--- config.mk ---
export PLATFORM = sky130hd
export DESIGN_NAME = eth_idma_reg_seq
export DESIGN_NICKNAME = d
export VERILOG_FILES = /design/src/rtl/eth_idma_reg_seq.sv
export SDC_FILE = /design/constraint.sdc
export NUM_CORES = 1
export LEC_CHECK = 0
export ABC_AREA = 1
export BUFFER_PORTS_ARGS = -buffer_cell sky130_fd_sc_hd__buf_2
export CELL_PAD_IN_SITES_DETAIL_PLACEMENT = 1
export CELL_PAD_IN_SITES_GLOBAL_PLACEMENT = 1
export CORE_MARGIN = 10
export CORE_UTILIZATION = 40
export CTS_CLUSTER_SIZE = 16
export DETAILED_ROUTE_END_ITERATION = 12
export HOLD_SLACK_MARGIN = 0.08
export PLACE_DENSITY_LB_ADDON = 0.2
export SYNTH_ARGS = -nofsm -noshare
export SYNTH_HDL_FRONTEND = slang
export SYNTH_SLANG_ARGS = --single-unit
--- constraint.sdc ---
create_clock -name clk_i -period 9.3 [get_ports clk_i]
set_input_delay 1.86 -clock clk_i [delete_from_list [all_inputs] [get_ports clk_i]]
set_output_delay 1.86 -clock clk_i [all_outputs]
set_load 0.02 [all_outputs]
--- src/rtl/eth_idma_reg_seq.sv ---
// Register-bus sequencer for eth_idma_wrap: programs one descriptor, polls for
// request-ready, launches the transfer and reports completion on a done handshake.

package eth_idma_reg_seq_pkg;
    typedef struct packed {
        logic [31:0] addr;
        logic        write;
        logic [31:0] wdata;
        logic [3:0]  wstrb;
        logic        valid;
    } reg_req_t;

    typedef struct packed {
        logic [31:0] rdata;
        logic        error;
        logic        ready;
    } reg_rsp_t;
endpackage

module eth_idma_reg_seq #(
    parameter int unsigned MaxPolls  = 256,
    parameter int unsigned PollGap   = 4,
    parameter type         reg_req_t = eth_idma_reg_seq_pkg::reg_req_t,
    parameter type         reg_rsp_t = eth_idma_reg_seq_pkg::reg_rsp_t
) (
    input  logic        clk_i,
    input  logic        rst_ni,
    input  logic        desc_valid_i,
    output logic        desc_ready_o,
    input  logic [31:0] desc_src_addr_i,
    input  logic [31:0] desc_dst_addr_i,
    input  logic [31:0] desc_len_i,
    input  logic [2:0]  desc_src_prot_i,
    input  logic [2:0]  desc_dst_prot_i,
    output reg_req_t    reg_req_o,
    input  reg_rsp_t    reg_rsp_i,
    output logic        done_valid_o,
    input  logic        done_ready_i,
    output logic        done_error_o,
    output logic        busy_o
);

    localparam int PollCntW = $clog2(MaxPolls + 1);
    localparam int GapCntW  = (PollGap > 1) ? $clog2(PollGap) : 1;
    localparam int unsigned GapLast = (PollGap > 0) ? PollGap - 1 : 0;

    typedef enum logic [3:0] {
        IDLE, W_SRC, W_DST, W_LEN, W_SPROT, W_DPROT,
        R_POLL, GAP, W_VAL1, W_VAL0, W_RSPRDY, DONE
    } state_e;

    state_e                state_q, state_d;
    logic                  err_q, err_d;
    logic [PollCntW-1:0]   poll_cnt_q, poll_cnt_d;
    logic [GapCntW-1:0]    gap_cnt_q, gap_cnt_d;
    reg_req_t              req_q, req_d;

    logic [31:0] src_q, dst_q, len_q;
    logic [2:0]  sprot_q, dprot_q;

    logic accept;
    logic acc_done;

    assign accept   = (state_q == IDLE) && desc_valid_i;
    assign acc_done = req_q.valid && reg_rsp_i.ready;

    function automatic reg_req_t wr_req(input logic [31:0] a, input logic [31:0] d);
        reg_req_t r;
        r       = '0;
        r.addr  = a;
        r.write = 1'b1;
        r.wdata = d;
        r.wstrb = 4'hF;
        r.valid = 1'b1;
        return r;
    endfunction

    always_ff @(posedge clk_i or negedge rst_ni) begin
        if (!rst_ni) begin
            state_q    <= IDLE;
            err_q      <= 1'b0;
            poll_cnt_q <= '0;
            gap_cnt_q  <= '0;
            req_q      <= '0;
        end else begin
            state_q    <= state_d;
            err_q      <= err_d;
            poll_cnt_q <= poll_cnt_d;
            gap_cnt_q  <= gap_cnt_d;
            req_q      <= req_d;
        end
    end

    // Descriptor fields are pure data; they only matter once a descriptor is accepted.
    always_ff @(posedge clk_i) begin
        if (accept) begin
            src_q   <= desc_src_addr_i;
            dst_q   <= desc_dst_addr_i;
            len_q   <= desc_len_i;
            sprot_q <= desc_src_prot_i;
            dprot_q <= desc_dst_prot_i;
        end
    end

    always_comb begin
        state_d    = state_q;
        err_d      = err_q;
        poll_cnt_d = poll_cnt_q;
        gap_cnt_d  = gap_cnt_q;
        case (state_q)
            IDLE: begin
                if (desc_valid_i) begin
                    poll_cnt_d = '0;
                    err_d      = 1'b0;
                    if (desc_len_i == 32'd0) begin
                        state_d = DONE;
                        err_d   = 1'b1;
                    end else begin
                        state_d = W_SRC;
                    end
                end
            end
            W_SRC, W_DST, W_LEN, W_SPROT, W_DPROT, W_VAL1, W_VAL0, W_RSPRDY: begin
                if (acc_done) begin
                    if (reg_rsp_i.error) begin
                        state_d = DONE;
                        err_d   = 1'b1;
                    end else begin
                        case (state_q)
                            W_SRC:   state_d = W_DST;
                            W_DST:   state_d = W_LEN;
                            W_LEN:   state_d = W_SPROT;
                            W_SPROT: state_d = W_DPROT;
                            W_DPROT: state_d = R_POLL;
                            W_VAL1:  state_d = W_VAL0;
                            W_VAL0:  state_d = W_RSPRDY;
                            default: state_d = DONE;
                        endcase
                    end
                end
            end
            R_POLL: begin
                if (acc_done) begin
                    poll_cnt_d = poll_cnt_q + PollCntW'(1);
                    if (reg_rsp_i.error) begin
                        state_d = DONE;
                        err_d   = 1'b1;
                    end else if (reg_rsp_i.rdata != 32'd0) begin
                        state_d = W_VAL1;
                    end else if (poll_cnt_q == PollCntW'(MaxPolls - 1)) begin
                        state_d = DONE;
                        err_d   = 1'b1;
                    end else if (PollGap == 0) begin
                        state_d = R_POLL;
                    end else begin
                        state_d   = GAP;
                        gap_cnt_d = '0;
                    end
                end
            end
            GAP: begin
                if (gap_cnt_q == GapCntW'(GapLast)) begin
                    state_d = R_POLL;
                end else begin
                    gap_cnt_d = gap_cnt_q + GapCntW'(1);
                end
            end
            DONE: begin
                if (done_ready_i) begin
                    state_d = IDLE;
                end
            end
            default: state_d = IDLE;
        endcase
    end

    // The request for the upcoming state is built here and registered, so the
    // bus never sees a combinational path from the response.
    always_comb begin
        req_d = '0;
        case (state_d)
            W_SRC:    req_d = wr_req(32'h10, accept ? desc_src_addr_i : src_q);
            W_DST:    req_d = wr_req(32'h14, dst_q);
            W_LEN:    req_d = wr_req(32'h18, len_q);
            W_SPROT:  req_d = wr_req(32'h1c, {29'd0, sprot_q});
            W_DPROT:  req_d = wr_req(32'h20, {29'd0, dprot_q});
            R_POLL: begin
                req_d.addr  = 32'h3c;
                req_d.valid = 1'b1;
            end
            W_VAL1:   req_d = wr_req(32'h38, 32'd1);
            W_VAL0:   req_d = wr_req(32'h38, 32'd0);
            W_RSPRDY: req_d = wr_req(32'h40, 32'd1);
            default:  req_d = '0;
        endcase
    end

    assign reg_req_o    = req_q;
    assign desc_ready_o = (state_q == IDLE);
    assign busy_o       = (state_q != IDLE);
    assign done_valid_o = (state_q == DONE);
    assign done_error_o = err_q;

endmodule

Word level (Yosys, flattened, before mapping)

Cells that the tools add are included.

Add/sub/neg operators: 2
Equal/unequal tests: 32
Mux-type cells: 34
Reductions and logical operators: 16

Operators with widths:

| cell                                          | number |
|---|---|
| one-hot mux 37 bit (7 select lines)           | 1 |
| one-hot mux 7 bit (8 select lines)            | 1 |
| 2-to-1 mux 4 bit                              | 10 |
| logical NOT 32 bit                            | 1 |
| 2-to-1 mux 32 bit                             | 1 |
| nonzero test 32 bit                           | 1 |
| == test 4 x 3 -> 1 bit, second input constant | 7 |
| == test 4 bit, second input constant          | 7 |
| one-hot mux 4 bit (7 select lines)            | 1 |
| one-hot mux 4 bit (5 select lines)            | 1 |
| 2-to-1 mux 9 bit                              | 2 |
| one-hot mux 9 bit (2 select lines)            | 1 |
| == test 4 x 2 -> 1 bit, second input constant | 4 |
| inequality test 2 bit, second input constant  | 8 |
| 2-to-1 mux 2 bit                              | 5 |
| adder 9 x 1 -> 9 bit, second input constant   | 1 |
| == test 9 x 8 -> 1 bit, second input constant | 1 |
| 2-to-1 mux 1 bit                              | 9 |
| OR reduction 9 bit                            | 1 |
| == test 4 x 1 -> 1 bit, second input constant | 2 |
| OR reduction 8 bit                            | 1 |
| AND reduction 7 bit                           | 1 |
| inequality test 3 bit, second input constant  | 2 |
| AND reduction 6 bit                           | 1 |
| 11 further kinds                              | 14 |

Flip-flop bits (word level): 188
Input bits: 140
Output and inout port bits: 74
Word-level logic and storage cells: 98

Depth between registers and ports, before layout

Word-level depth: 9
Depth in mapped cells: 17
Gate-level depth less buffers: 16

Least setup slack after synthesis

OpenSTA, ideal clock, no wires.

Kind: input-to-reg
From: input port desc_valid_i
To: register dprot_q[0] (enable)
Arrival: 4,149 ps
Required time: 8,838 ps
Path slack: 4,689 ps
Stages on the path: 3
Path buffers: 1
Cells stage by stage: nand2_4 -> inv_2 -> clkbuf_1

Longest elaborated chain between the ends: 1

Ends and longest elaborated chain:

| item                 | line | RTL |
|---|---|---|
| from (decl)          | 28   | `input logic desc_valid_i,` |
| logical AND 1 bit    | 64   | `assign accept = (state_q == IDLE) && desc_valid_i;` |
| net accept           | 61   | `logic accept;` |
| to (signal assigned) | 101  | `dprot_q <= desc_dst_prot_i;` |
| to (decl)            | 59   | `logic [2:0] sprot_q, dprot_q;` |

The timed path passes the listed nets, and every way through them passes these cells.
A chain may end at the register's enable or synchronous reset.

==> run_summary.xml <==
<?xml version="1.0" encoding="UTF-8"?>
<metrics>
  <group name="placed_design">
    <metric name="dpl-instance-area" unit="um2">7530</metric>
    <metric name="place_hpwl" unit="um">14500</metric>
    <metric name="numPortBuffers" unit="">186</metric>
    <metric name="gp_routability_congestion" unit="">0.805</metric>
    <metric name="pre_cts_slack" unit="ps">4620</metric>
    <metric name="place.detailed.instances" unit="">1067</metric>
  </group>
  <group name="floorplan">
    <metric name="fp.dieArea" unit="um2">21800</metric>
    <metric name="core" unit="um2">15900</metric>
    <metric name="num_io_pins" unit="">214</metric>
    <metric name="initial_utilization" unit="%">41.0</metric>
    <metric name="rows" unit="">46</metric>
    <metric name="fp.dieH" unit="um">148</metric>
    <metric name="floorplan.die.width" unit="um">148</metric>
  </group>
  <group name="grt">
    <metric name="number_of_global_route_vias_before_repair" unit="">5883</metric>
    <metric name="gr-usage-all-layers" unit="%">17.9</metric>
    <metric name="pin_count_of_the_biggest_net_entering_global_routing" unit="">80</metric>
    <metric name="grt_overflow" unit="">0</metric>
    <metric name="grt_first_pass_wirelength" unit="um">30700</metric>
    <metric name="antenna_found_initial" unit="">0</metric>
  </group>
  <group name="route">
    <metric name="routed_via_density" unit="">4.72</metric>
    <metric name="num_vias" unit="">5190</metric>
    <metric name="detail_route.wirelength" unit="um">19600</metric>
    <metric name="route.antenna.remaining_nets" unit="">0</metric>
    <metric name="detail_route.first_pass.iterations" unit="">4</metric>
    <metric name="drc" unit="">0</metric>
    <metric name="post_drt_wl_per_cell" unit="um">17.9</metric>
    <metric name="drt_first_iter_violations" unit="">286</metric>
  </group>
  <group name="clock_tree">
    <metric name="clock_tree.htree_level_count" unit="">4</metric>
    <metric name="clk_pin_slew" unit="ps">60</metric>
    <metric name="clock_insertion_delay_worst_skew" unit="ps">420</metric>
    <metric name="tritoncts" unit="">built</metric>
    <metric name="postCtsResizedCells" unit="">0</metric>
    <metric name="tritoncts_num_sinks" unit="">157</metric>
    <metric name="cts-buffers-inserted" unit="">17</metric>
    <metric name="holdBufCountCts" unit="">0</metric>
    <metric name="clockBufferDepth" unit="">2</metric>
    <metric name="cts.root.buffer_cell" unit="">clkbuf_16</metric>
    <metric name="post-cts-setup-buffers" unit="">0</metric>
  </group>
  <group name="yosys">
    <metric name="yosys.cell_count.top_type" unit="">nand2_1</metric>
    <metric name="async_reset_ff_share" unit="%">35.0</metric>
    <metric name="syn-mean-instance-area" unit="um2">9.56</metric>
    <metric name="synthCells" unit="">683</metric>
    <metric name="post_synthesis_sequential_area_ratio" unit="%">63.1</metric>
    <metric name="synthesis.area" unit="um2">6530</metric>
    <metric name="netlist_top_cells_count" unit="">nand2_1 (258), nor2_1 (73), edfxtp_1 (70), dfrtp_1 (55), nand3_1 (52)</metric>
    <metric name="synth_largest_area_cell" unit="">edfxtp_1</metric>
    <metric name="ys.flop_type" unit="">edfxtp_1</metric>
    <metric name="post-synth-top-area-fraction" unit="%">32.2</metric>
    <metric name="synth_enable_flop_cells" unit="">70</metric>
    <metric name="synthesis.yosys.warnings" unit="">0</metric>
    <metric name="synth.distinct_cells" unit="">36</metric>
    <metric name="ys_top_cells_by_area" unit="">edfxtp_1 (32%), dfrtp_1 (21%), nand2_1 (15%), dfxtp_1 (9.8%), buf_4 (4.3%)</metric>
    <metric name="ys_ff_latch" unit="">157</metric>
  </group>
  <group name="cells_and_area">
    <metric name="final_cell_count_no_fill" unit="">1099</metric>
    <metric name="num-nets-final" unit="">1013</metric>
    <metric name="post_layout_instance_area" unit="um2">8160</metric>
    <metric name="area_delta_synth_final" unit="%">24.9</metric>
    <metric name="antennaDiodeCount" unit="">0</metric>
    <metric name="post_route_cells_drive_above_1_share" unit="%">28.0</metric>
    <metric name="nFillCells" unit="">1886</metric>
    <metric name="area_of_combinational_cells_with_multiple_inputs" unit="um2">2050</metric>
    <metric name="register_area" unit="um2">4120</metric>
  </group>
  <group name="sta">
    <metric name="setup_violations" unit="">0</metric>
    <metric name="slew_viol_final" unit="">0</metric>
    <metric name="fmaxAchievable" unit="MHz">236</metric>
    <metric name="tns" unit="ps">0</metric>
    <metric name="fin_crit_sh" unit="%">45.5</metric>
    <metric name="final-hold-violation-count" unit="">0</metric>
    <metric name="worst_slew_margin_rel" unit="%">34.4</metric>
    <metric name="finalWorstSetupSlack" unit="ps">5070</metric>
    <metric name="max_slew.worst_pin.slew" unit="ps">984</metric>
    <metric name="finClkSkew" unit="ps">10.0</metric>
    <metric name="rsz0062_at_grt" unit="">no</metric>
    <metric name="final.min_clock_period" unit="ps">4230</metric>
  </group>
  <group name="setup_path">
    <metric name="timing_worst_setup_path_type" unit="">input pin to flip-flop</metric>
    <metric name="start_kind" unit="">input pin</metric>
    <metric name="crit_fanout" unit="">17</metric>
    <metric name="r2r-start" unit="">state_q[3]</metric>
    <metric name="timing.critical_path.to" unit="">reg_req_o[18]</metric>
    <metric name="crit_path_capture_type" unit="">flip-flop</metric>
    <metric name="cp-startpoint" unit="">desc_len_i[21]</metric>
    <metric name="cp.required" unit="ps">9650</metric>
    <metric name="arrival" unit="ps">4580</metric>
    <metric name="regToRegSetupSlack" unit="ps">5840</metric>
    <metric name="r2r.worst_path.cells" unit="">13</metric>
    <metric name="crit-reg2reg-capture" unit="">reg_req_o[18]</metric>
  </group>
  <group name="pwr">
    <metric name="power.density_cell_area" unit="nW/um2">333</metric>
    <metric name="total_leakage_power" unit="nW">3.96</metric>
    <metric name="ir_worst_vdd" unit="V">0.000188</metric>
    <metric name="p_total" unit="mW">2.71</metric>
  </group>
  <group name="run_status">
    <metric name="outcome" unit="">finished, final reports clean</metric>
  </group>
  <group name="run">
    <metric name="max_cap_viol_count" unit="">0</metric>
  </group>
  <group name="worst_hold_path">
    <metric name="hold_class" unit="">flip-flop to flip-flop</metric>
  </group>
</metrics>
[worst max-delay path, stage by stage]
cell and delay (ps):
buf_2 110, nor2_1 120, nand2_1 60, nor2_1 180
nand2_1 70, nor2_1 380, nand2_1 190, nand3b_1 150
nor2_2 70, nor2_2 200, and2_1 650, buf_4 340
nand2_1 80, nand3_1 100
[per-layer routing]
| layer | up-vias | track usage [%] | routed length [um] |
|---|---|---|---|
| met2 | 166 | 31.2 | 10000 |
| met3 | 16 | 5.92 | 1330 |
| met4 | 0 | 4.61 | 172 |
| li1 | 2510 | - | - |
| met5 | - | 0 | 0 |
| met1 | 2498 | 20.6 | 8120 |
[worst min-delay path by stage]
stage                     startpoint       endpoint  slack [ps]  cells after the start
after floorplan            src_q[10]      src_q[10]         420                      2
after global placement     dst_q[31]  reg_req_o[36]         430                      2
after detailed placement    src_q[6]       src_q[6]         440                      2
after CTS                  dst_q[18]  reg_req_o[23]         460                      2
after global routing       src_q[14]      src_q[14]         480                      2
final                      src_q[15]      src_q[15]         460                      2
[logic make-up (layout without fill, tap and decap cells)]
kind of cell	count (synthesis)	in the layout	synth area share, %
flip-flops	157	157	63.1
AO/OA/AOI/OAI	24	24	1.99
buffers and inverters	80	254	7.01
AND/OR/NAND/NOR	416	416	27.0
other	1	27	0.0574
XOR/XNOR	2	2	0.268
adder cells (fa/ha/maj)	3	3	0.575
[final cells by class]
class / count / share of cell area [%]
clock inverters: 7 / 1.66
flip-flops and latches: 157 / 50.5
multi-input cells: 472 / 25.2
well taps: 216 / 3.31
repair buffers: 190 / 11.8
inverters: 32 / 1.50
clock buffers: 25 / 6.07
[metrics by stage]
stage	util, %	hold slack (ps)
global route	51.2	479
global placement	47.2	431
CTS	51.2	460
finish	51.2	458
floorplan	-	423
detailed placement	47.2	441
[state kept, by name (all words and copies together), names as in the netlist]
register,cells
reg_req_o,39
dst_q,32
len_q,32
src_q,32
poll_cnt_q,9
state_q,4
dprot_q,3
sprot_q,3
gap_cnt_q,2
done_error_o,1
[layout by cell type, fill, tap and decap left out, types with 12 or more instances in the layout]
master	instances
edfxtp_1	70
clkbuf_16	17
nand2_1	258
nand3_1	52
buf_2	186
conb_1	27
inv_1	23
o21ai_0	12
nor2_1	73
dfxtp_1	32
dfrtp_1	55
[report_power, final]
group          leakage [nW]  internal (mW)  total (mW)  switching [mW]
clock                 0.303          0.477       0.741           0.264
combinational          2.02          0.277       0.952           0.676
sequential             1.64          0.950        1.02          0.0698
total                  3.96           1.70        2.71            1.01
Power figures use the tool's default switching activity.
